File: src/rtl/imem_arb_pkg.sv
// Shared types and constants for the imem read-port arbiter.
// Optional perf counters are enabled by IMEM_ARB_PERF_EN.
package imem_arb_pkg;

    typedef enum logic [1:0] {
        GNT_NONE,
        GNT_IF,
        GNT_DBG
    } gnt_e;

    localparam int PERF_W = 16;

    // Counter width able to hold 0..max_val inclusive.
    function automatic int cnt_width(input int max_val);
        return (max_val < 1) ? 1 : $clog2(max_val + 1);
    endfunction

endpackage

File: src/rtl/imem_arb_sel.sv
// Combinational grant select: fixed priority to IF, DBG forced through once
// IF has won STARVE_MAX consecutive conflicts.
module imem_arb_sel
    import imem_arb_pkg::*;
#(
    parameter int STARVE_MAX = 4,
    parameter int CW         = 3
) (
    input  logic          if_req,
    input  logic          dbg_req,
    input  logic          dbg_ok,
    input  logic [CW-1:0] starve_cnt,
    output gnt_e          gnt
);

    logic conflict;
    logic starved;

    assign conflict = if_req && dbg_req && dbg_ok;
    assign starved  = (starve_cnt >= CW'(STARVE_MAX));

    always_comb begin
        gnt = GNT_NONE;
        if (conflict) begin
            gnt = starved ? GNT_DBG : GNT_IF;
        end else if (if_req) begin
            gnt = GNT_IF;
        end else if (dbg_req && dbg_ok) begin
            gnt = GNT_DBG;
        end
    end

endmodule

File: src/rtl/imem_arbiter.sv
// Shares the imem read port between fetch (IF) and debug (DBG) with registered responses.
// Define IMEM_ARB_PERF_EN to add saturating grant/conflict perf counters.
module imem_arbiter
    import imem_arb_pkg::*;
#(
    parameter int N          = 32,
    parameter int AW         = 7,
    parameter int STARVE_MAX = 4
) (
    input  logic          clk,
    input  logic          reset,
    input  logic          if_req,
    input  logic [AW-1:0] if_addr,
    output logic          if_gnt,
    output logic          if_rvalid,
    output logic [N-1:0]  if_rdata,
    input  logic          dbg_req,
    input  logic [AW-1:0] dbg_addr,
    output logic          dbg_gnt,
    output logic          dbg_rvalid,
    output logic [N-1:0]  dbg_rdata,
    input  logic          dbg_rready,
    output logic [AW-1:0] mem_addr,
    input  logic [N-1:0]  mem_q
`ifdef IMEM_ARB_PERF_EN
    ,
    output logic [PERF_W-1:0] perf_if_cnt,
    output logic [PERF_W-1:0] perf_dbg_cnt,
    output logic [PERF_W-1:0] perf_conflict_cnt
`endif
);

    localparam int CW = cnt_width(STARVE_MAX);

    logic          dbg_ok;
    logic          conflict;
    logic [CW-1:0] starve_cnt;
    gnt_e          gnt;

    // A held DBG response may drain in the same cycle a new DBG grant lands.
    assign dbg_ok   = !dbg_rvalid || dbg_rready;
    assign conflict = if_req && dbg_req && dbg_ok;

    imem_arb_sel #(
        .STARVE_MAX (STARVE_MAX),
        .CW         (CW)
    ) u_sel (
        .if_req     (if_req),
        .dbg_req    (dbg_req),
        .dbg_ok     (dbg_ok),
        .starve_cnt (starve_cnt),
        .gnt        (gnt)
    );

    assign if_gnt   = (gnt == GNT_IF);
    assign dbg_gnt  = (gnt == GNT_DBG);
    // Default to the fetch address so the IF path never waits on the select.
    assign mem_addr = dbg_gnt ? dbg_addr : if_addr;

    always_ff @(posedge clk or posedge reset) begin
        if (reset) begin
            starve_cnt <= '0;
        end else if (!dbg_req || dbg_gnt) begin
            starve_cnt <= '0;
        end else if (conflict) begin
            starve_cnt <= starve_cnt + CW'(1);
        end
    end

    always_ff @(posedge clk or posedge reset) begin
        if (reset) begin
            if_rvalid <= 1'b0;
            if_rdata  <= '0;
        end else begin
            if_rvalid <= if_gnt;
            if (if_gnt) begin
                if_rdata <= mem_q;
            end
        end
    end

    // DBG holds its response until the handshake; a same-cycle grant reloads it.
    always_ff @(posedge clk or posedge reset) begin
        if (reset) begin
            dbg_rvalid <= 1'b0;
            dbg_rdata  <= '0;
        end else if (dbg_gnt) begin
            dbg_rvalid <= 1'b1;
            dbg_rdata  <= mem_q;
        end else if (dbg_rready) begin
            dbg_rvalid <= 1'b0;
        end
    end

`ifdef IMEM_ARB_PERF_EN
    always_ff @(posedge clk or posedge reset) begin
        if (reset) begin
            perf_if_cnt       <= '0;
            perf_dbg_cnt      <= '0;
            perf_conflict_cnt <= '0;
        end else begin
            if (if_gnt && (perf_if_cnt != '1)) begin
                perf_if_cnt <= perf_if_cnt + PERF_W'(1);
            end
            if (dbg_gnt && (perf_dbg_cnt != '1)) begin
                perf_dbg_cnt <= perf_dbg_cnt + PERF_W'(1);
            end
            if (conflict && (perf_conflict_cnt != '1)) begin
                perf_conflict_cnt <= perf_conflict_cnt + PERF_W'(1);
            end
        end
    end
`endif

endmodule

File: config.mk
export PLATFORM = sky130hd
export DESIGN_NAME = imem_arbiter
export DESIGN_NICKNAME = d
export VERILOG_FILES = /design/src/rtl/imem_arb_pkg.sv /design/src/rtl/imem_arb_sel.sv /design/src/rtl/imem_arbiter.sv
export SDC_FILE = /design/constraint.sdc
export NUM_CORES = 1
export LEC_CHECK = 0
export CAP_MARGIN = 10
export CORE_MARGIN = 2
export CORE_UTILIZATION = 30
export DETAILED_ROUTE_END_ITERATION = 8
export GPL_ROUTABILITY_DRIVEN = 0
export GPL_TIMING_DRIVEN = 0
export PLACE_DENSITY = 0.64
export SLEW_MARGIN = 15
export SYNTH_ARGS = -nofsm -noshare
export SYNTH_HDL_FRONTEND = slang
export SYNTH_SLANG_ARGS = --single-unit
export TNS_END_PERCENT = 5
File: constraint.sdc
create_clock -name clk -period 2.94 [get_ports clk]
set_input_delay 0.294 -clock clk [delete_from_list [all_inputs] [get_ports clk]]
set_output_delay 0.294 -clock clk [all_outputs]
set_load 0.02 [all_outputs]
==> summary.txt <==
Maximum clock rate: 385 MHz
Power per Cell Area: 589 nW/um^2
Reg2reg start: dbg_rvalid
Fillcell total: 862
Pre-antenna DRT Iters: 3
Crit Path Class: in -> out
Initial Util: 30.4%
Root buf cell: clkbuf_8
CTS H-tree lvls: 3
Initial DRC Count: 26
CP startpoint: if_req
Chip Width: 100 um
Crit end category: output pin
DPL Wire Length: 4.56 mm
Worst IR Drop VDD: 0.251 mV
Post-synth cell types: 13
WL final: 6.35 mm
Reg-to-reg endpoint: if_rdata[26]
Most frequent cells in the layout: clkdlybuf4s50_1 (125), mux2_2 (71), dfrtp_1 (69), clkbuf_8 (11), buf_6 (7)
Slew @ Worst Pin: 0.403 ns
Post-synthesis cell count: 170
Ratio of final minimum period to clock period: 88.3%
WL/cell: 15.1 um
Synth Cell Area: 2770 um^2
Fin worst setup slack: 0.343 ns
WHS: 0.300 ns
Met1 usage: 15.4%
RSZ-0062 raised after global routing: no
Clock sink total: 69
Crit path required time: 2.65 ns
Final hold violation count: 0
DR vias: 1869
Placed cell areas: 4180 um^2
Fin crit period: 2.60 ns
Largest net degree at the start of global routing: 39
CTS resizes: 0
Status: finished, final reports clean
Critical Path Sink: mem_addr[3]
Slew headroom: 73.1%
Worst Reg-to-Reg Cells: 4
WP data arrival: 2.30 ns
Initial antenna violation count: 0
Largest fanout on the critical path: 10
Die Area: 10000 um^2
Mapped Nets: 223
Placed insts: 407
Max Slew Vio Count: 0
Layout cells sized above 1: 31.3%
GR peak layer: met2
Final std cells w/o fill: 421
Hold Crit Class: in -> async
Most Frequent Cell on Critical Path: clkdlybuf4s50_1
Grt met2 use: 21.2%
Synth Register Bits: 69
Lkg Pwr: 1.82 nW
Antenna Nets Post-Route: 0
Final setup TNS: 0 ns
Residual DRC count: 0
Layout area overhead: 56.9%
Clk_lat worst skew: 0.33 ns
Total power: 2.56 mW
Syn Area/Cell: 16.3 um^2
Seq/Total Area, Yosys: 62.3%
Count of max-cap constraint violations: 0
CP cell instances: clkdlybuf4s50_1 -> nor2b_4 -> nand3b_4 -> buf_6 -> mux2_2 -> clkdlybuf4s50_1
Pre-CTS setup slack: 0.337 ns
CTS tree: done
Util after Layout: 47.7%
Postcts setup bufs: 0
Slowest stage delay, CP: 0.54 ns
Vias in the first global route: 1958
I/O pin cnt: 126
Longest Clk Path Bufs: 2
Worst path slowest cell: clkdlybuf4s50_1
Fin area: 4350 um^2
First-pass GRT wire length: 9.84 mm
All-layer global routing usage: 13.0%
Antenna diode count: 0
Port bufs: 125
Core Area: 9110 um^2
# rows: 35
Final-stage net count: 360
Die height: 100 um
R2R Setup Slk: 1.39 ns
Via density per instance: 4.44
Final Skew: 0.00839 ns
Total grt overflow: 0
Startpoint Class: input port
Cts bufs inserted: 9
YS warnings: 0
Final setup violation count: 0
Commonest non-fill, non-tap cell in the layout: clkdlybuf4s50_1
Worst-path clk slew: 0.07 ns
Cts hold-fix bufs: 0
Met3 usage: 5.64%
-- registers in the layout (all words and copies together), names as in the netlist --
register / count
starve_cnt: 3
dbg_rvalid: 1
dbg_rdata: 32
if_rdata: 32
if_rvalid: 1
-- synthesized netlist by cell type --
master / n / area (um^2)
mux2_2: 71 / 800
dfrtp_1: 69 / 1730
buf_6: 7 / 78.8
inv_1: 5 / 18.8
nand2_1: 5 / 18.8
a21boi_0: 3 / 22.5
nand3_1: 3 / 15.0
ha_1: 2 / 25.0
and2b_4: 1 / 10.0
nand2b_1: 1 / 6.26
nand3b_4: 1 / 20.0
nor2b_4: 1 / 13.8
o21ai_4: 1 / 16.3
-- per-layer routing --
layer	vias up	share of wire, %
met1	925	41
met5	-	0
met4	0	0.66
met3	6	8.3
li1	869	-
met2	69	50
-- how the worst min path moves through the flow --
stage	cells past startpoint	endpoint
after global placement	1	dbg_rdata[9]
after detailed placement	1	dbg_rdata[29]
after CTS	2	dbg_rdata[15]
after global routing	2	if_rdata[17]
after floorplan	1	starve_cnt[0]
final	2	dbg_rdata[15]
-- final cells by class --
class                      instances  area [um^2]  area share, %
sequential                        69         1730           39.7
timing repair buffer             126         1270           29.2
multi-input combinational         89          947           21.8
clock buffer                      12          155           3.57
tap                              111          139           3.19
buffer                             7         78.8           1.81
inverter                           5         21.3          0.489
clock inverter                     2         10.0          0.230
-- worst max-delay path, delay by kind of cell --
family	cells	cell delay [ns]
buffers and inverters	3	1.24
muxes	1	0.35
and+or+nand+nor	2	0.41
-- report_power, final --
| group | internal [mW] | switching [mW] |
|---|---|---|
| clock | 0.341 | 0.330 |
| combinational | 0.417 | 0.334 |
| sequential | 1.08 | 0.0631 |
-- logic make-up (layout without fill, tap and decap cells) --
group	after synthesis	in the layout	share of synthesized area, %
AO/OA/AOI/OAI	4	4	1.40
adder cells (fa/ha/maj)	2	2	0.903
buffers and inverters	12	152	3.52
flip-flops	69	69	62.3
multiplexers	71	71	28.8
AND/OR/NAND/NOR	12	12	3.02
Note: power is estimated with default switching activity, not from simulation.
